==> config.mk <==
export PLATFORM = sky130hd
export DESIGN_NAME = booth_divider_module
export DESIGN_NICKNAME = d
export VERILOG_FILES = /design/src/rtl/booth_divider_module_pkg.sv /design/src/rtl/booth_divider_module_step.sv /design/src/rtl/booth_divider_module.sv
export SDC_FILE = /design/constraint.sdc
export NUM_CORES = 1
export LEC_CHECK = 0
export BUFFER_PORTS_ARGS = -buffer_cell sky130_fd_sc_hd__buf_2
export CAP_MARGIN = 20
export CORE_ASPECT_RATIO = 0.7
export CORE_MARGIN = 1.5
export CORE_UTILIZATION = 54
export CTS_CLUSTER_SIZE = 16
export DETAILED_ROUTE_END_ITERATION = 6
export GPL_ROUTABILITY_DRIVEN = 0
export PLACE_DENSITY = 0.77
export SYNTH_ARGS = -nofsm -noshare
export SYNTH_HDL_FRONTEND = slang
export SYNTH_SLANG_ARGS = --single-unit
==> constraint.sdc <==
create_clock -name clk -period 2.1 [get_ports clk]
set_clock_uncertainty 0.1 [all_clocks]
set_input_delay 0.315 -clock clk [delete_from_list [all_inputs] [get_ports clk]]
set_output_delay 0.315 -clock clk [all_outputs]
set_load 0.02 [all_outputs]
==> src/rtl/booth_divider_module_pkg.sv <==
// Shared definitions for the sequential signed divider: state encoding,
// default operand width and the quotient reported on divide by zero.
package booth_divider_module_pkg;

  localparam int DIV_WIDTH = 8;

  // Controller states; the numeric encoding is fixed so it stays stable in
  // waveforms and in any debug tooling that decodes the state register.
  typedef enum logic [1:0] {
    ST_IDLE = 2'd0,
    ST_LOAD = 2'd1,
    ST_CALC = 2'd2,
    ST_FIX  = 2'd3
  } div_state_t;

  // Quotient reported when the divisor is zero (-1 at the default width).
  localparam logic [DIV_WIDTH-1:0] DIV_ZERO_QUOT = {DIV_WIDTH{1'b1}};

endpackage

==> src/rtl/booth_divider_module_step.sv <==
// One radix-2 restoring division step on unsigned magnitudes. The partial
// remainder carries one extra bit so the sign of the trial subtraction is
// never lost, even for a divisor magnitude of 2^(WIDTH-1).
module booth_divider_step_module
  import booth_divider_module_pkg::*;
#(
  parameter int WIDTH = DIV_WIDTH
) (
  input  logic [WIDTH:0]   rem,
  input  logic [WIDTH-1:0] q,
  input  logic [WIDTH-1:0] div,
  output logic [WIDTH:0]   rem_next,
  output logic [WIDTH-1:0] q_next
);

  logic [2*WIDTH:0] shifted_pair_s;
  logic [WIDTH:0]   shifted_rem_s;
  logic [WIDTH-1:0] shifted_q_s;
  logic [WIDTH:0]   trial_s;

  // Shift {rem, q} left, trial-subtract the divisor and restore on borrow
  always_comb begin
    shifted_pair_s = {rem, q} << 1;
    shifted_rem_s  = shifted_pair_s[2*WIDTH:WIDTH];
    shifted_q_s    = shifted_pair_s[WIDTH-1:0];
    trial_s        = shifted_rem_s - {1'b0, div};
    rem_next       = shifted_rem_s;
    q_next         = shifted_q_s;
    if (trial_s[WIDTH] == 1'b0) begin
      rem_next = trial_s;
      q_next   = {shifted_q_s[WIDTH-1:1], 1'b1};
    end else begin
      rem_next = shifted_rem_s;
      q_next   = {shifted_q_s[WIDTH-1:1], 1'b0};
    end
  end

endmodule

==> src/rtl/booth_divider_module.sv <==
// Sequential signed divider: captures operands on start_i, converts them to
// magnitudes, runs WIDTH restoring steps (one per clock), then restores the
// signs. Quotient truncates toward zero; remainder follows the dividend sign.
module booth_divider_module
  import booth_divider_module_pkg::*;
#(
  parameter int WIDTH = DIV_WIDTH
) (
  input  logic             clk,
  input  logic             rst,
  input  logic             start_i,
  input  logic [WIDTH-1:0] dividend_i,
  input  logic [WIDTH-1:0] divisor_i,
  output logic             busy_o,
  output logic             done_o,
  output logic [WIDTH-1:0] quotient_o,
  output logic [WIDTH-1:0] remainder_o,
  output logic             div_zero_o
);

  localparam int CW = (WIDTH > 1) ? $clog2(WIDTH) : 1;
  localparam logic [CW-1:0]    LAST_STEP = CW'(WIDTH - 1);
  localparam logic [CW-1:0]    CNT_ONE   = {{(CW-1){1'b0}}, 1'b1};
  localparam logic [WIDTH-1:0] ONE       = {{(WIDTH-1){1'b0}}, 1'b1};
  localparam logic [WIDTH-1:0] ZERO_QUOT = {WIDTH{1'b1}};

  div_state_t       state_r;
  div_state_t       state_s;

  logic [WIDTH-1:0] dividend_r;
  logic [WIDTH-1:0] divisor_r;
  logic [WIDTH-1:0] mag_b_r;
  logic [WIDTH-1:0] q_r;
  logic [WIDTH:0]   rem_r;
  logic [CW-1:0]    cnt_r;
  logic             sq_r;
  logic             sr_r;

  logic             busy_r;
  logic             done_r;
  logic [WIDTH-1:0] quotient_r;
  logic [WIDTH-1:0] remainder_r;
  logic             div_zero_r;

  logic [WIDTH-1:0] mag_a_s;
  logic [WIDTH-1:0] mag_b_s;
  logic             div_zero_s;
  logic [WIDTH:0]   step_rem_s;
  logic [WIDTH-1:0] step_q_s;

  // Two's-complement negation at operand width; -2^(WIDTH-1) maps to itself,
  // which is exactly the magnitude encoding wanted for the most negative value.
  function automatic logic [WIDTH-1:0] twos_neg(input logic [WIDTH-1:0] v);
    return ~v + ONE;
  endfunction

  booth_divider_step_module #(
    .WIDTH(WIDTH)
  ) u_step (
    .rem      (rem_r),
    .q        (q_r),
    .div      (mag_b_r),
    .rem_next (step_rem_s),
    .q_next   (step_q_s)
  );

  // Operand magnitudes and the divide-by-zero flag from the captured operands
  always_comb begin
    mag_a_s    = dividend_r;
    mag_b_s    = divisor_r;
    div_zero_s = (divisor_r == {WIDTH{1'b0}});
    if (dividend_r[WIDTH-1]) begin
      mag_a_s = twos_neg(dividend_r);
    end else begin
      mag_a_s = dividend_r;
    end
    if (divisor_r[WIDTH-1]) begin
      mag_b_s = twos_neg(divisor_r);
    end else begin
      mag_b_s = divisor_r;
    end
  end

  // Controller state register
  always_ff @(posedge clk or posedge rst) begin
    if (rst) begin
      state_r <= ST_IDLE;
    end else begin
      state_r <= state_s;
    end
  end

  // Next-state logic: IDLE -> LOAD -> CALC (WIDTH steps) -> FIX -> IDLE
  always_comb begin
    state_s = state_r;
    case (state_r)
      ST_IDLE: begin
        if (start_i) begin
          state_s = ST_LOAD;
        end else begin
          state_s = ST_IDLE;
        end
      end
      ST_LOAD: state_s = ST_CALC;
      ST_CALC: begin
        if (cnt_r == LAST_STEP) begin
          state_s = ST_FIX;
        end else begin
          state_s = ST_CALC;
        end
      end
      ST_FIX:  state_s = ST_IDLE;
      default: state_s = ST_IDLE;
    endcase
  end

  // Datapath: capture, magnitude load, iteration and sign fix-up of results
  always_ff @(posedge clk or posedge rst) begin
    if (rst) begin
      dividend_r  <= {WIDTH{1'b0}};
      divisor_r   <= {WIDTH{1'b0}};
      mag_b_r     <= {WIDTH{1'b0}};
      q_r         <= {WIDTH{1'b0}};
      rem_r       <= {(WIDTH+1){1'b0}};
      cnt_r       <= {CW{1'b0}};
      sq_r        <= 1'b0;
      sr_r        <= 1'b0;
      busy_r      <= 1'b0;
      done_r      <= 1'b0;
      quotient_r  <= {WIDTH{1'b0}};
      remainder_r <= {WIDTH{1'b0}};
      div_zero_r  <= 1'b0;
    end else begin
      done_r <= 1'b0;
      busy_r <= (state_s != ST_IDLE);
      case (state_r)
        ST_IDLE: begin
          if (start_i) begin
            dividend_r <= dividend_i;
            divisor_r  <= divisor_i;
          end
        end
        ST_LOAD: begin
          q_r     <= mag_a_s;
          mag_b_r <= mag_b_s;
          rem_r   <= {(WIDTH+1){1'b0}};
          cnt_r   <= {CW{1'b0}};
          sq_r    <= dividend_r[WIDTH-1] ^ divisor_r[WIDTH-1];
          sr_r    <= dividend_r[WIDTH-1];
        end
        ST_CALC: begin
          rem_r <= step_rem_s;
          q_r   <= step_q_s;
          cnt_r <= cnt_r + CNT_ONE;
        end
        ST_FIX: begin
          done_r <= 1'b1;
          if (div_zero_s) begin
            // Latency is kept uniform; the iteration result is discarded.
            quotient_r  <= ZERO_QUOT;
            remainder_r <= dividend_r;
            div_zero_r  <= 1'b1;
          end else begin
            quotient_r  <= sq_r ? twos_neg(q_r) : q_r;
            remainder_r <= sr_r ? twos_neg(rem_r[WIDTH-1:0]) : rem_r[WIDTH-1:0];
            div_zero_r  <= 1'b0;
          end
        end
        default: begin
          done_r <= 1'b0;
        end
      endcase
    end
  end

  assign busy_o      = busy_r;
  assign done_o      = done_r;
  assign quotient_o  = quotient_r;
  assign remainder_o = remainder_r;
  assign div_zero_o  = div_zero_r;

endmodule

==> metrics.txt <==
number of fill cells=516; final layout net count=around 500; synthesized area per cell=between 9 and 10 sq um; HP Class=primary input to flop; vias in the first global route=3033; post-synthesis sequential area ratio=0.429; Worst-path clk slew=around 0.07 ns; RR Endpoint=rem_r[4]; Final Cell Area=0.00494 sq mm; Placed Area=approximately 0.0044 sq mm; post-synth cell types=55; Pleak=2.24 nW; final core utilization=0.725; 1st-iter DRT viols=about 220; synthesized flop and latch total=66; status=complete, but fails checks; reg2reg path depth=8; Max-slew headroom=0.602; fraction of synthesized area in multiplexers=0.102; Synthesis Warnings=0; worst slew pin tran=between 0.5 and 0.6 ns; DIE WIDTH=just over 100 um; first-pass GRT wire length=15200 um; Most used DFF post-synth=dfrtp_1; share of post-route cells with drive strength above 1=0.372; Hold EP=divisor_r[3]; share of the clock period used by the worst path=1.10; gr usage total=0.259; post-synth top area cell=dfrtp_1; fin crit period=2.31 ns; largest family of logic cells by synthesized area=compound AO/OA/AOI/OAI gates; RSZ-0062 raised after global routing=yes; Die Height=73.6 um; CP Launch Type=flop; post-synthesis cell count=385; die area=0.00765 sq mm; CTS buffer count=9; Pwr Density=1670 mW/mm^2; post-route ant nets=0; hold_ws=0.0951 ns; r2r setup slk=-0.21 ns; Routed WL=9780 um; area of the mapped netlist=slightly below 0.004 sq mm; Synth area leaders=dfrtp_1 (43%), mux2_2 (6.7%), ha_1 (6.2%), xor2_1 (3.0%), nand2_1 (2.9%); Critical Path Sink Type=flop; port bufs=37; Critical Path AT=2.41 ns; initial antenna violation count=0; Crit path required time=2.20 ns; CORE AREA=0.00682 sq mm; Syn Nets=424; crit path kind=flop to flop; clock buffer depth=2; Peak VDD IR=0.848 mV; synth-to-layout area growth=28.4%; Post-synth EDFFs=0; DR pass1 iterations=4; H-tree depth=3; Async SR Flop Fraction=1.00; DR WL/cell=17.2 um; Antenna Cells=0; hpwl dp=6700 um; CTS Root Cell=clkbuf_8; # setup viols final=9; Via Count=3279; CTS sink cnt=66; largest net degree at the start of global routing=31; Row Count=25; xor/xnor share of the synthesized area=0.0569; Final WS setup=-0.209 ns; drt drc=0; worst flop-to-flop path startpoint=mag_b_r[0]; Hold Crit Start=divisor_i[3]; Worst-Skew Late Latency=between 0.3 and 0.4 ns; max-slew violations=0; fmax=about 430 MHz; hold depth=2; Fin Setup TNS=-1.34 ns; area share of the largest cell type after synthesis=0.429; post-synthesis simple-gate area fraction=0.140; Hold Fails Final Rpt=0; # IOs=38; maxcap violations=0; Synth Area in Adders=0.0670; post-synthesis compound-gate area fraction=0.154; Vias/cell=5.75; TritonCTS clock tree=yes; Starting Density=0.564; crit path max fanout=4; Overflow after GRT=0; failing checks=negative setup slack
==> report_power, final <==
group	leakage, nW	total, mW	switching, mW	internal, mW
sequential	0.805	2.36	0.523	1.83
combinational	1.33	4.74	2.48	2.25
clock	0.105	1.15	0.464	0.686
total	2.24	8.24	3.47	4.77
==> state kept, by name (all words and copies together), names as in the netlist, 2 cells and up <==
register     count
remainder_o      8
dividend_r       8
cnt_r            3
q_r              8
divisor_r        8
rem_r            8
mag_b_r          8
quotient_o       8
state_r          2
==> what timing repair did <==
| item | CTS | global route |
|---|---|---|
| hold buffers | 1 | 0 |
| cloned | 1 | 1 |
| buffers inserted | 2 | 7 |
| pin swaps | 7 | 8 |
| hold endpoints to repair | 26 | 0 |
| setup endpoints to repair | 8 | 15 |
| resized for setup | 21 | 20 |
==> stage by stage <==
step | setup WS, ns | cells | total power [mW]
detailed placement | -0.241 | 544 | 6.53
floorplan | -0.0671 | 385 | 5.14
CTS | -0.180 | 562 | 7.87
global route | -0.281 | 570 | 8.82
finish | -0.209 | 570 | 8.24
global placement | -0.0753 | 544 | 6.35
==> worst max-delay path, cell delays in order, from the launching register on <==
cell      delay, ns
dfrtp_1        0.40
ha_2           0.20
fa_2           0.34
nand2b_4       0.16
a21o_1         0.21
a21o_1         0.20
buf_4          0.14
nor2_2         0.22
o221ai_1       0.18
==> layer usage <==
metal  global-route usage  vias up  routed length (um)  share of wire
li1                     -     1535                   -              -
met1                0.363     1599                4660           0.48
met2                0.402      125                4440           0.45
met3               0.0701       20                 507          0.052
met4               0.0664        0                 170          0.017
met5                    0        -                   0              0
==> cells by family (layout without fill, tap and decap cells) <==
group           count (synthesis)  after routing
fa+ha+maj                      20             20
compound gates                 88             89
xor+xnor                       25             25
buf+inv                        47            137
flops                          66             66
mux                            34             34
simple gates                  105            105
==> cells in the mapped netlist, types with 3 or more instances <==
| master | instances |
|---|---|
| a21o_1 | 4 |
| a21oi_1 | 17 |
| a31oi_1 | 9 |
| and3_1 | 3 |
| clkbuf_1 | 14 |
| dfrtp_1 | 66 |
| ha_1 | 19 |
| inv_1 | 28 |
| mux2_2 | 23 |
| mux2_4 | 5 |
| mux2i_1 | 6 |
| nand2_1 | 30 |
| nand2b_1 | 12 |
| nand3_1 | 5 |
| nor2_1 | 27 |
| nor2b_1 | 4 |
| nor3_1 | 3 |
| o211ai_1 | 5 |
| o21ai_0 | 17 |
| o21ai_1 | 5 |
| o31ai_1 | 6 |
| o32ai_1 | 3 |
| or3_1 | 4 |
| or3b_2 | 3 |
| or4_1 | 3 |
| xnor2_1 | 12 |
| xor2_1 | 13 |
==> layout make-up <==
| type | count | area [sq um] | area share |
|---|---|---|---|
| multi-input cells | 273 | 2200 | 0.446 |
| flip-flops and latches | 66 | 1650 | 0.334 |
| repair buffers | 95 | 658 | 0.133 |
| clock buffers | 11 | 141 | 0.0286 |
| well taps | 94 | 118 | 0.0238 |
| inverters | 28 | 105 | 0.0213 |
| clock inverters | 3 | 65.1 | 0.0132 |
==> how the worst max path moves through the flow <==
stage | start | end | slack, ns | depth (start not counted)
6_report | mag_b_r[0] | rem_r[4] | -0.21 | 8
5_1_grt | mag_b_r[0] | rem_r[3] | -0.28 | 9
4_1_cts | mag_b_r[0] | rem_r[5] | -0.18 | 7
3_5_place_dp | mag_b_r[5] | rem_r[7] | -0.24 | 8
3_3_place_gp | mag_b_r[0] | rem_r[5] | -0.08 | 7
2_1_floorplan | q_r[7] | rem_r[5] | -0.07 | 8
==> cell usage in the layout, fill, tap and decap left out, types with 3 or more instances in the layout <==
cell / count
nor2_1: 26
a21o_1: 3
clkbuf_8: 10
ha_2: 3
mux2i_1: 6
nand2b_1: 11
inv_2: 3
a21oi_2: 4
o211ai_1: 5
buf_6: 6
buf_2: 37
or3_1: 4
o21ai_0: 15
nand2_1: 30
mux2_2: 23
nand3_1: 4
nor2b_1: 4
a21oi_1: 14
xnor2_1: 12
a31oi_1: 9
or4_4: 3
inv_1: 25
xor2_1: 13
o31ai_1: 4
buf_4: 50
ha_1: 15
o21ai_1: 7
nor3_1: 3
dfrtp_1: 66
mux2_4: 5
No activity file was read; power rests on OpenSTA's default activity.
